==> src/rtl/rs232_baud_timer.sv <==
`default_nettype none
// ============================================================================
// Module   : rs232_baud_timer
// Purpose  : Run-time programmable RS-232 bit-period timer. A run consists of
//            N bit periods of D clock cycles each; the first period may be
//            shortened to H = D>>1 cycles so that a receiver samples at the
//            centre of each bit. A one-cycle tick marks the end of every
//            period and a one-cycle done pulse accompanies the final tick.
// Ports    : clk_i         system clock, rising edge
//            reset_n_i     synchronous active-low reset
//            start_i       request (or retrigger) a run
//            abort_i       cancel the current run (beats start_i)
//            divisor_i     D, cycles per full bit period (latched at start)
//            n_bits_i      N, periods per run (latched at start)
//            half_first_i  first period is H cycles (latched at start)
//            tick_o        one-cycle pulse at the end of every period
//            done_o        one-cycle pulse at the end of the final period
//            busy_o        high whenever the state is not IDLE
//            state_o       IDLE=0, HALF=1, RUN=2, DONE=3
// Revision : 1.0 - initial release
// ============================================================================
module rs232_baud_timer #(
   parameter int DIV_WIDTH = 16,
   parameter int CNT_WIDTH = 4
) (
   input  logic                 clk_i,
   input  logic                 reset_n_i,
   input  logic                 start_i,
   input  logic                 abort_i,
   input  logic [DIV_WIDTH-1:0] divisor_i,
   input  logic [CNT_WIDTH-1:0] n_bits_i,
   input  logic                 half_first_i,
   output logic                 tick_o,
   output logic                 done_o,
   output logic                 busy_o,
   output logic [1:0]           state_o
);

   typedef enum logic [1:0] {
      S_IDLE = 2'd0,
      S_HALF = 2'd1,
      S_RUN  = 2'd2,
      S_DONE = 2'd3
   } state_t;

   localparam logic [DIV_WIDTH-1:0] c_div_one  = DIV_WIDTH'(1);
   localparam logic [DIV_WIDTH-1:0] c_div_two  = DIV_WIDTH'(2);
   localparam logic [CNT_WIDTH-1:0] c_cnt_zero = '0;
   localparam logic [CNT_WIDTH-1:0] c_cnt_one  = CNT_WIDTH'(1);

   state_t               state_q, state_d;
   logic [DIV_WIDTH-1:0] cnt_q,   cnt_d;    // cycles left in current period
   logic [DIV_WIDTH-1:0] div_q,   div_d;    // latched (clamped) divisor
   logic [CNT_WIDTH-1:0] rem_q,   rem_d;    // periods left, including current
   logic                 tick_q,  tick_d;
   logic                 done_q,  done_d;

   logic [DIV_WIDTH-1:0] w_div_clamped;
   logic [DIV_WIDTH-1:0] w_half;
   logic [DIV_WIDTH-1:0] w_first_load;
   logic [CNT_WIDTH-1:0] w_nbits_clamped;
   logic                 w_expire;
   logic                 w_final;

   // Clamping D to at least 2 guarantees H >= 1, so the first-period load
   // value H-1 can never underflow.
   assign w_div_clamped   = (divisor_i < c_div_two) ? c_div_two : divisor_i;
   assign w_half          = w_div_clamped >> 1;
   assign w_first_load    = half_first_i ? (w_half - c_div_one)
                                         : (w_div_clamped - c_div_one);
   assign w_nbits_clamped = (n_bits_i == c_cnt_zero) ? c_cnt_one : n_bits_i;

   // A period expires on the edge at which the counter is already zero; the
   // reload happens on that same edge so the counter never wraps.
   assign w_expire = (cnt_q == '0);
   assign w_final  = (rem_q <= c_cnt_one);

   // ------------------------------------------------------------------------
   // Next-state and output logic
   // ------------------------------------------------------------------------
   always_comb begin
      state_d = state_q;
      cnt_d   = cnt_q;
      div_d   = div_q;
      rem_d   = rem_q;
      tick_d  = 1'b0;
      done_d  = 1'b0;

      if (abort_i) begin
         // Abort wins over start and over a coincident expiry.
         state_d = S_IDLE;
      end else if (start_i) begin
         // Accepted in every state; in HALF/RUN the abandoned period emits
         // nothing.
         state_d = half_first_i ? S_HALF : S_RUN;
         cnt_d   = w_first_load;
         div_d   = w_div_clamped;
         rem_d   = w_nbits_clamped;
      end else begin
         case (state_q)
            S_HALF, S_RUN: begin
               if (!w_expire) begin
                  cnt_d = cnt_q - c_div_one;
               end else if (w_final) begin
                  tick_d  = 1'b1;
                  done_d  = 1'b1;
                  state_d = S_DONE;
               end else begin
                  tick_d  = 1'b1;
                  cnt_d   = div_q - c_div_one;
                  rem_d   = rem_q - c_cnt_one;
                  state_d = S_RUN;
               end
            end
            S_DONE: begin
               state_d = S_IDLE;
            end
            default: begin
               state_d = S_IDLE;
            end
         endcase
      end
   end

   // ------------------------------------------------------------------------
   // State register
   // ------------------------------------------------------------------------
   always_ff @(posedge clk_i) begin
      if (!reset_n_i) begin
         state_q <= S_IDLE;
         cnt_q   <= '0;
         div_q   <= '0;
         rem_q   <= '0;
         tick_q  <= 1'b0;
         done_q  <= 1'b0;
      end else begin
         state_q <= state_d;
         cnt_q   <= cnt_d;
         div_q   <= div_d;
         rem_q   <= rem_d;
         tick_q  <= tick_d;
         done_q  <= done_d;
      end
   end

   assign tick_o  = tick_q;
   assign done_o  = done_q;
   assign busy_o  = (state_q != S_IDLE);
   assign state_o = state_q;

endmodule
`default_nettype wire

==> config.mk <==
export PLATFORM = sky130hd
export DESIGN_NAME = rs232_baud_timer
export DESIGN_NICKNAME = d
export VERILOG_FILES = /design/src/rtl/rs232_baud_timer.sv
export SDC_FILE = /design/constraint.sdc
export NUM_CORES = 1
export LEC_CHECK = 0
export CAP_MARGIN = 20
export CORE_MARGIN = 5
export CORE_UTILIZATION = 52
export DETAILED_ROUTE_END_ITERATION = 10
export PLACE_DENSITY = 0.8
export SLEW_MARGIN = 25
export SYNTH_ARGS = -nofsm -noshare
export SYNTH_HDL_FRONTEND = slang
export SYNTH_SLANG_ARGS = --single-unit
==> constraint.sdc <==
create_clock -name clk_i -period 3.3 [get_ports clk_i]
set_input_delay 0.33 -clock clk_i [delete_from_list [all_inputs] [get_ports clk_i]]
set_output_delay 0.33 -clock clk_i [all_outputs]
set_load 0.05 [all_outputs]
* Word level (Yosys, flattened, before mapping) *
Index checks and enable logic that the tools add are counted.

word-level totals
  memories = 0
  memory bits (read-only) = 0
  logic and storage cells = 52
  output and inout bits = 5
  RAM bits = 0
  bits in latches = 0
  flip-flop bits (word level) = 40

cells by class
  equal/unequal tests = 5
  shift operators = 0
  divide/modulo/power cells = 0
  mux-type cells = 18
  reductions and logical operators = 12
  magnitude comparators = 2
  bitwise logic cells = 4
  multiply operators = 0
  add/subtract/negate cells = 5

operator list
  operator               count
  $mux 16                6
  $sub 16x1->16 const B  3
  $mux 4                 5
  $logic_not 16->1       1
  $lt 16x2->1 const B    1
  $sub 15x1->16 const B  1
  $mux 2                 4
  $ne 3x3->1 const B     2
  $reduce_bool 2->1      3
  $reduce_or 5->1        1
  $le 4x1->1 const B     1
  $logic_not 4->1        1
  $not 1->1              4
  $reduce_and 4->1       1
  $reduce_or 2->1        2
  $reduce_or 4->1        1
  $sub 4x1->4 const B    1
  $mux 1                 3
  $reduce_and 3->1       1
  $eq 2x1->1 const B     1
  $eq 2x2->1 const B     1
  $ne 2x2->1 const B     1
  $reduce_and 2->1       1

* Longest topological paths before layout *
Gate-level depths: netlist of the first run.

  depth in word-level cells = 5
  depth in mapped cells = 14
  mapped depth without buffers = 11

* Worst setup path before layout of the first run *
No wires, ideal clock.

  path kind = register to register
  from = reg cnt_q[6]
  to = reg cnt_q[12]
  path buffers = 2
  stages on the path, launching flop included = 14
  path slack = 567 ps
  arrival = 2601 ps
  clock period less this slack = 2733 ps
  setup time = 132 ps
  cell sequence = dfxtp_1 nor4_1 and4_1 clkbuf_1 and2_1 a211o_1 inv_2 ha_1 inv_1 or3_1 buf_2 or4_1 nand3_1 a21oi_1

on the way
  word-level cells in the longest chain between the ends = 4

ends and longest elaborated chain
  element                                            RTL line  RTL
  start: declaration                                 52        logic [DIV_WIDTH-1:0] cnt_q, cnt_d;
  start signal: assignment                           138       cnt_q <= cnt_d;
  $sub 16x1->16 or $logic_not 16->1 (tied branches)  103, 75
  $mux 16                                            102       if (!w_expire) begin
  $mux 16                                            100       case (state_q)
  $mux 16                                            92        end else if (start_i) begin

Parallel ways exist; a longest one is shown, timed or not. The select of a mux whose other input is x is not followed.
A chain may end at the register's enable or synchronous reset.

* Final worst setup path of the first run *
  from = in divisor_i[15]
  to = reg cnt_q[12]

on the way
  word-level cells in the longest chain between the ends = 5

ends and longest elaborated chain
  element                                         RTL line  RTL
  start: declaration                              30        input logic [DIV_WIDTH-1:0] divisor_i,
  $lt 16x2->1 *                                   67        assign w_div_clamped = (divisor_i < c_div_two) ? c_div_two : divisor_i;
  $mux 16 *                                       67
  $sub 16x1->16 or $sub 15x1->16 (tied branches)  70, 69
  $mux 16 *                                       69        assign w_first_load = half_first_i ? (w_half - c_div_one)
  $mux 16 *                                       92

Every way passes the cells marked *; elsewhere a longest branch is shown, timed or not.

==> metrics, run 1 <==
floorplan die area=0.00625 sq mm; synthesis-to-layout area growth=18.9%; placeable core area=0.00466 sq mm; number of nets in the layout=387; share of cells above drive strength 1=0.0975; hold endpoint=div_q[5]; start point of the worst hold path=start_i; Post-Synthesis Net Count=358; fin. max-slew vios=0; Post-Synthesis Cell Area=0.00248 sq mm; I/O pin count=30; count of flip-flops with a built-in enable after synthesis=0; critical setup path kind=input pin to flop; Via Count=2596; Layout Cell Area excl Fill=0.00295 sq mm; DIE HEIGHT=79.1 microns; count of buffers from port buffering=29; number of antenna-violating nets in the routed design=0; DRC Markers=0; reg2reg start=cnt_q[2]; DP Worst Slack=0.101 ns; slack of the worst reg-to-reg path=0.61 ns; post-synthesis area per instance=7.54 sq um; Fin Clk Skew=0.0161 ns; global-route met2 utilization=0.364; via density per instance=6.29; part of the Yosys area used for sequential elements=0.323; relative slew slack=0.546; buffer cell driving the clock tree root=clkbuf_8; slowest stage cell on the critical path=clkdlybuf4s50_1; class of the most critical hold timing path=input pin to flop; worst setup slack after layout=0.362 ns; leakage dissipation=0.00113 uW; status=completed; iteration-0 DRC count of the detailed router=308; total inserted antenna cells=0; Setup TNS=0 ns; cts repair resizes=0; final HPWL from detailed placement=4950 microns; post-CTS repair timing setup buffer count=0; RePlAce Congestion=0.967; count of TritonRoute iterations in the first routing pass=5; number of buffers between clock root and the deepest sink=2; setup repair after global routing missed its margin=false; Tmin final=2.94 ns; max cap viols=0; M3 GR Usage=0.0385; number of synthesized register bits=40; worst-case reg-to-reg path depth=12; multi-input gate area in the final layout=0.00153 sq mm; average detailed-routed wire length per instance=16.9 microns; kind of end point of the critical path=flop; clock insertion delay at the later pin of the skew report=0.30 ns; CP Launch Point=divisor_i[15]; worst hold path cell count=3; post-synth top area share=0.323; sort of element at the start of the critical path=input pin; crit-path cells=clkdlybuf4s50_1, nor4_1, and4_1, o221a_2, o2bb2ai_1, inv_2, ha_1, inv_1, or3_1, buf_4, o31ai_1, nand3_1, a21oi_1; cells after synthesis=329; CP peak stage delay=0.49 ns; primary flip-flop cell chosen by synthesis mapping=dfxtp_1; global-route track usage on met1=0.321; first-pass GRT wire length=11500 microns; proportion of register bits with asynchronous set or reset after synthesis=0; clock-pin slew on the worst setup and hold paths=0.08 ns; global-route usage over all layers=0.230; maximum fanout encountered on the critical timing path=4; sinks on the clock net=40; final period utilization=0.890; Unique masters post-synth=53; top cells by area in the synthesized netlist=dfxtp_1 (32%), a21oi_1 (8.5%), mux2i_1 (5.7%); antenna violations before repair=0; transition time at the pin with the least slew margin=0.680 ns; number of H-tree branching levels=2; number of failing hold endpoints at the final stage=0; area taken by flip-flops and latches=801 sq um; reg-to-reg endpoint=cnt_q[12]; TritonCTS clock tree=yes; maximum achievable frequency=340 MHz; power per unit of standard cell area=417 mW/mm^2; initial cell density of the core=0.532; Pwr Total=1230 uW; largest net degree at the start of global routing=49; total setup violations reported at the end of the flow=0; dominant cell type by area after synthesis=dfxtp_1; instance area at placement=0.00286 sq mm; Worst Path Required=3.52 ns; number of global-route vias before repair=2379; overflow left after global routing=0; cts bufs inserted=5; Die Width=79.1 microns; maximum vdd drop=236 uV; number of warnings printed during yosys synthesis=0; number of placement rows=25; worst path arrival time=3.16 ns; busiest layer in global routing=met2; cts-stage hold buffer count=0; fill cell count=422; final WL=6990 microns
## worst max path at each step
stage | end | slack [ns] | cells past startpoint
6_report | cnt_q[12] | 0.36 | 13
5_1_grt | cnt_q[12] | 0.13 | 13
4_1_cts | cnt_q[12] | 0.40 | 13
3_5_place_dp | cnt_q[14] | 0.10 | 13
3_3_place_gp | cnt_q[12] | 0.08 | 12
2_1_floorplan | cnt_q[12] | 0.57 | 13
## worst max-delay path: cells and delay by family
kind	cells	cell delay (ns)
and+or+nand+nor	4	1.28
buffers and inverters	4	0.77
AOI/OAI and AO/OA	4	0.63
adders and majority gates	1	0.16
## layout by cell type (no fill, tap or decap), types with 3 or more instances in the layout
cell type        count
buf_4               15
inv_1               10
and3_1               4
ha_1                 4
a211o_1              4
mux2i_1             14
clkdlybuf4s50_1     28
a21oi_1             42
and4_1               3
clkbuf_8             5
nand2_1             34
nor3_1               7
xnor2_1              4
or3_1                3
o21ai_0              8
nor2b_1              3
dfxtp_1             40
nor4_1              11
nand3_1             26
nand4_1              4
nor2_1              33
o21ai_1              3
a31oi_1              7
## synthesized netlist by cell type (7+ instances only)
| library cell | n |
|---|---|
| nor2_1 | 33 |
| a31oi_1 | 7 |
| nand2_1 | 34 |
| buf_2 | 9 |
| inv_1 | 10 |
| nor3_1 | 7 |
| dfxtp_1 | 40 |
| nand3_1 | 26 |
| a21oi_1 | 42 |
| mux2i_1 | 14 |
| nor4_1 | 11 |
| clkbuf_1 | 7 |
| o21ai_0 | 8 |
## cell families after synthesis
group,count (synthesis),share of synthesized area
xor+xnor,6,0.0212
flops,40,0.323
mux,18,0.0747
compound gates,91,0.231
buf+inv,35,0.0651
fa+ha+maj,4,0.0202
simple gates,135,0.265
## flip-flops by register name, indices dropped and copies added, names as in the netlist
signal	cells
div_q	16
done_o	1
state_o	2
rem_q	4
tick_o	1
cnt_q	16
## layout make-up
| cell class | instances | area share |
|---|---|---|
| Clock buffer | 5 | 0.0233 |
| Timing Repair Buffer | 45 | 0.142 |
| Sequential cell | 40 | 0.272 |
| Multi-Input combinational cell | 254 | 0.519 |
| Tap cell | 54 | 0.0229 |
| Clock inverter | 3 | 0.00636 |
| Inverter | 12 | 0.0153 |
## power by group
group          total (uW)  switching [uW]  internal [uW]
logic                 360             212            147
clock network         327             180            147
registers             542            28.4            513
total                1230             421            808
## through the flow
step | utilization | cells | hold WS, ns
floorplan | - | 329 | 0.409
global placement | 0.614 | 405 | 0.444
detailed placement | 0.614 | 405 | 0.448
CTS | 0.633 | 413 | 0.432
global route | 0.633 | 413 | 0.461
finish | 0.633 | 413 | 0.443
## routing by layer
metal	routed length (microns)	share of wire
met5	0	0
met4	138	0.020
met3	568	0.081
met2	3130	0.45
met1	3150	0.45
Power figures use the tool's default switching activity.
==> run 2, diff against run 1 <==
--- a/config.mk
+++ b/config.mk
@@ -10,6 +10,7 @@
 export CORE_UTILIZATION = 52
 export DETAILED_ROUTE_END_ITERATION = 10
 export PLACE_DENSITY = 0.8
+export REMOVE_ABC_BUFFERS = 1
 export SLEW_MARGIN = 25
 export SYNTH_ARGS = -nofsm -noshare
 export SYNTH_HDL_FRONTEND = slang
==> run 2 against run 1 <==
Setup slack got worse by 0.075 ns; power decreased by 0.54%; design area increased by 1.8%; count of clock-buffer cells in the layout increased by 1; cell count increased by 2.2%; routed wire length increased by 2.9%; first-iteration DRC count decreased by 43%; critical endpoint is now cnt_q[8]; largest cell class unchanged.
==> metrics, run 2 (same netlist as run 1, synthesis figures left out) <==
cts-stage hold buffer count=0; clock insertion delay at the later pin of the skew report=0.30 ns; total setup violations reported at the end of the flow=0; antenna violations before repair=0; fin. max-slew vios=0; cts repair resizes=0; part of the power in registers=0.441; share of power burned in the clock network=0.255; CP Launch Point=divisor_i[13]; number of H-tree branching levels=2; Setup TNS=0 ns; final period utilization=0.913; sinks on the clock net=40; global-route usage over all layers=0.240; placeable core area=0.00466 sq mm; relative slew slack=0.530; first-pass GRT wire length=11800 microns; number of nets in the layout=397; number of failing hold endpoints at the final stage=0; iteration-0 DRC count of the detailed router=175; maximum achievable frequency=332 MHz; start point of the worst hold path=start_i; setup repair after global routing missed its margin=false; share of total power consumed by net switching=0.336; leakage dissipation=0.00117 uW; RePlAce Congestion=0.869; Via Count=2624; kind of end point of the critical path=flop; transition time at the pin with the least slew margin=0.704 ns; floorplan die area=0.00625 sq mm; Tmin final=3.01 ns; DIE HEIGHT=79.1 microns; average detailed-routed wire length per instance=17.0 microns; worst setup slack after layout=0.287 ns; final WL=7190 microns; fill cell count=421; worst path arrival time=3.20 ns; Int Pwr=811 uW; DP Worst Slack=0.00494 ns; number of global-route vias before repair=2482; Pwr Total=1220 uW; via density per instance=6.22; number of buffers between clock root and the deepest sink=2; reg2reg start=cnt_q[6]; net load switching power=411 uW; buffer cell driving the clock tree root=clkbuf_8; share of cells above drive strength 1=0.117; largest registers=cnt_q: 16 flops, div_q: 16 flops, rem_q: 4 flops; status=completed; class of the most critical hold timing path=input pin to flop; initial cell density of the core=0.532; slack of the worst reg-to-reg path=0.66 ns; largest net degree at the start of global routing=40; sort of element at the start of the critical path=input pin; final HPWL from detailed placement=5220 microns; cts bufs inserted=5; most common cell after layout, fill and taps aside=a21oi_1; Worst Path Required=3.49 ns; instance area at placement=0.00292 sq mm; power per unit of standard cell area=407 mW/mm^2; count of TritonRoute iterations in the first routing pass=5; synthesis-to-layout area growth=21.0%; count of buffers from port buffering=29; post-CTS repair timing setup buffer count=0; maximum vdd drop=217 uV; final core utilization=0.644; total inserted antenna cells=0; number of antenna-violating nets in the routed design=0; clock-pin slew on the worst setup and hold paths=0.08 ns; max cap viols=0; critical setup path kind=input pin to flop; overflow left after global routing=0; maximum fanout encountered on the critical timing path=4; Fin Clk Skew=0.0123 ns; DRC Markers=0; Die Width=79.1 microns; TritonCTS clock tree=yes; commonest cells after routing, fill and taps aside=a21oi_1 (42), dfxtp_1 (40), nand2_1 (34); Comb power frac=0.304; Layout Cell Area excl Fill=0.00300 sq mm; I/O pin count=30; number of placement rows=25
-- run 2: critical path: stages --
cell and delay (ns):
clkdlybuf4s50_1 0.49, nor4_1 0.50, and4_1 0.30, o221a_2 0.20, o2bb2ai_1 0.09, inv_2 0.07
ha_1 0.16, inv_1 0.04, or3_1 0.39, buf_4 0.16, nor3_1 0.21, xor2_1 0.18
o21ai_1 0.08
-- run 2: worst paths after layout --
kind                             endpoint  depth (start not counted)
worst max-delay path             cnt_q[8]                         13
worst min-delay path             div_q[3]                          3
worst max register to register   cnt_q[8]                         12
worst min register to register  div_q[10]                          2
-- run 2: routing by layer --
metal / part of all wire / up-vias / GRT usage
li1: - / 1277 / -
met2: 0.47 / 128 / 0.405
met3: 0.087 / 24 / 0.0465
met5: 0 / - / 0
met1: 0.42 / 1195 / 0.298
met4: 0.024 / 0 / 0.101
-- run 2: stage by stage --
| stage | instances | hold slack [ns] |
|---|---|---|
| floorplan | 306 | 0.409 |
| global placement | 415 | 0.446 |
| detailed placement | 415 | 0.452 |
| CTS | 422 | 0.419 |
| global route | 422 | 0.425 |
| finish | 422 | 0.422 |
-- run 2: power groups by stage --
stage                     clock [uW]  sequential, uW  combinational, uW
final                            312             538                372
after global routing             346             542                405
after CTS                        316             538                367
after detailed placement           0             549                363
after global placement             0             547                358
after floorplan                    0             544                206
-- run 2: area by class of cell --
type,count,area (sq um),area share
Clock buffer,6,72.6,0.0242
Clock inverter,1,5.00,0.00167
Inverter,12,45.0,0.0150
Multi-Input combinational cell,254,1530,0.510
Sequential cell,40,801,0.267
Tap cell,54,67.6,0.0225
Timing Repair Buffer,55,480,0.160
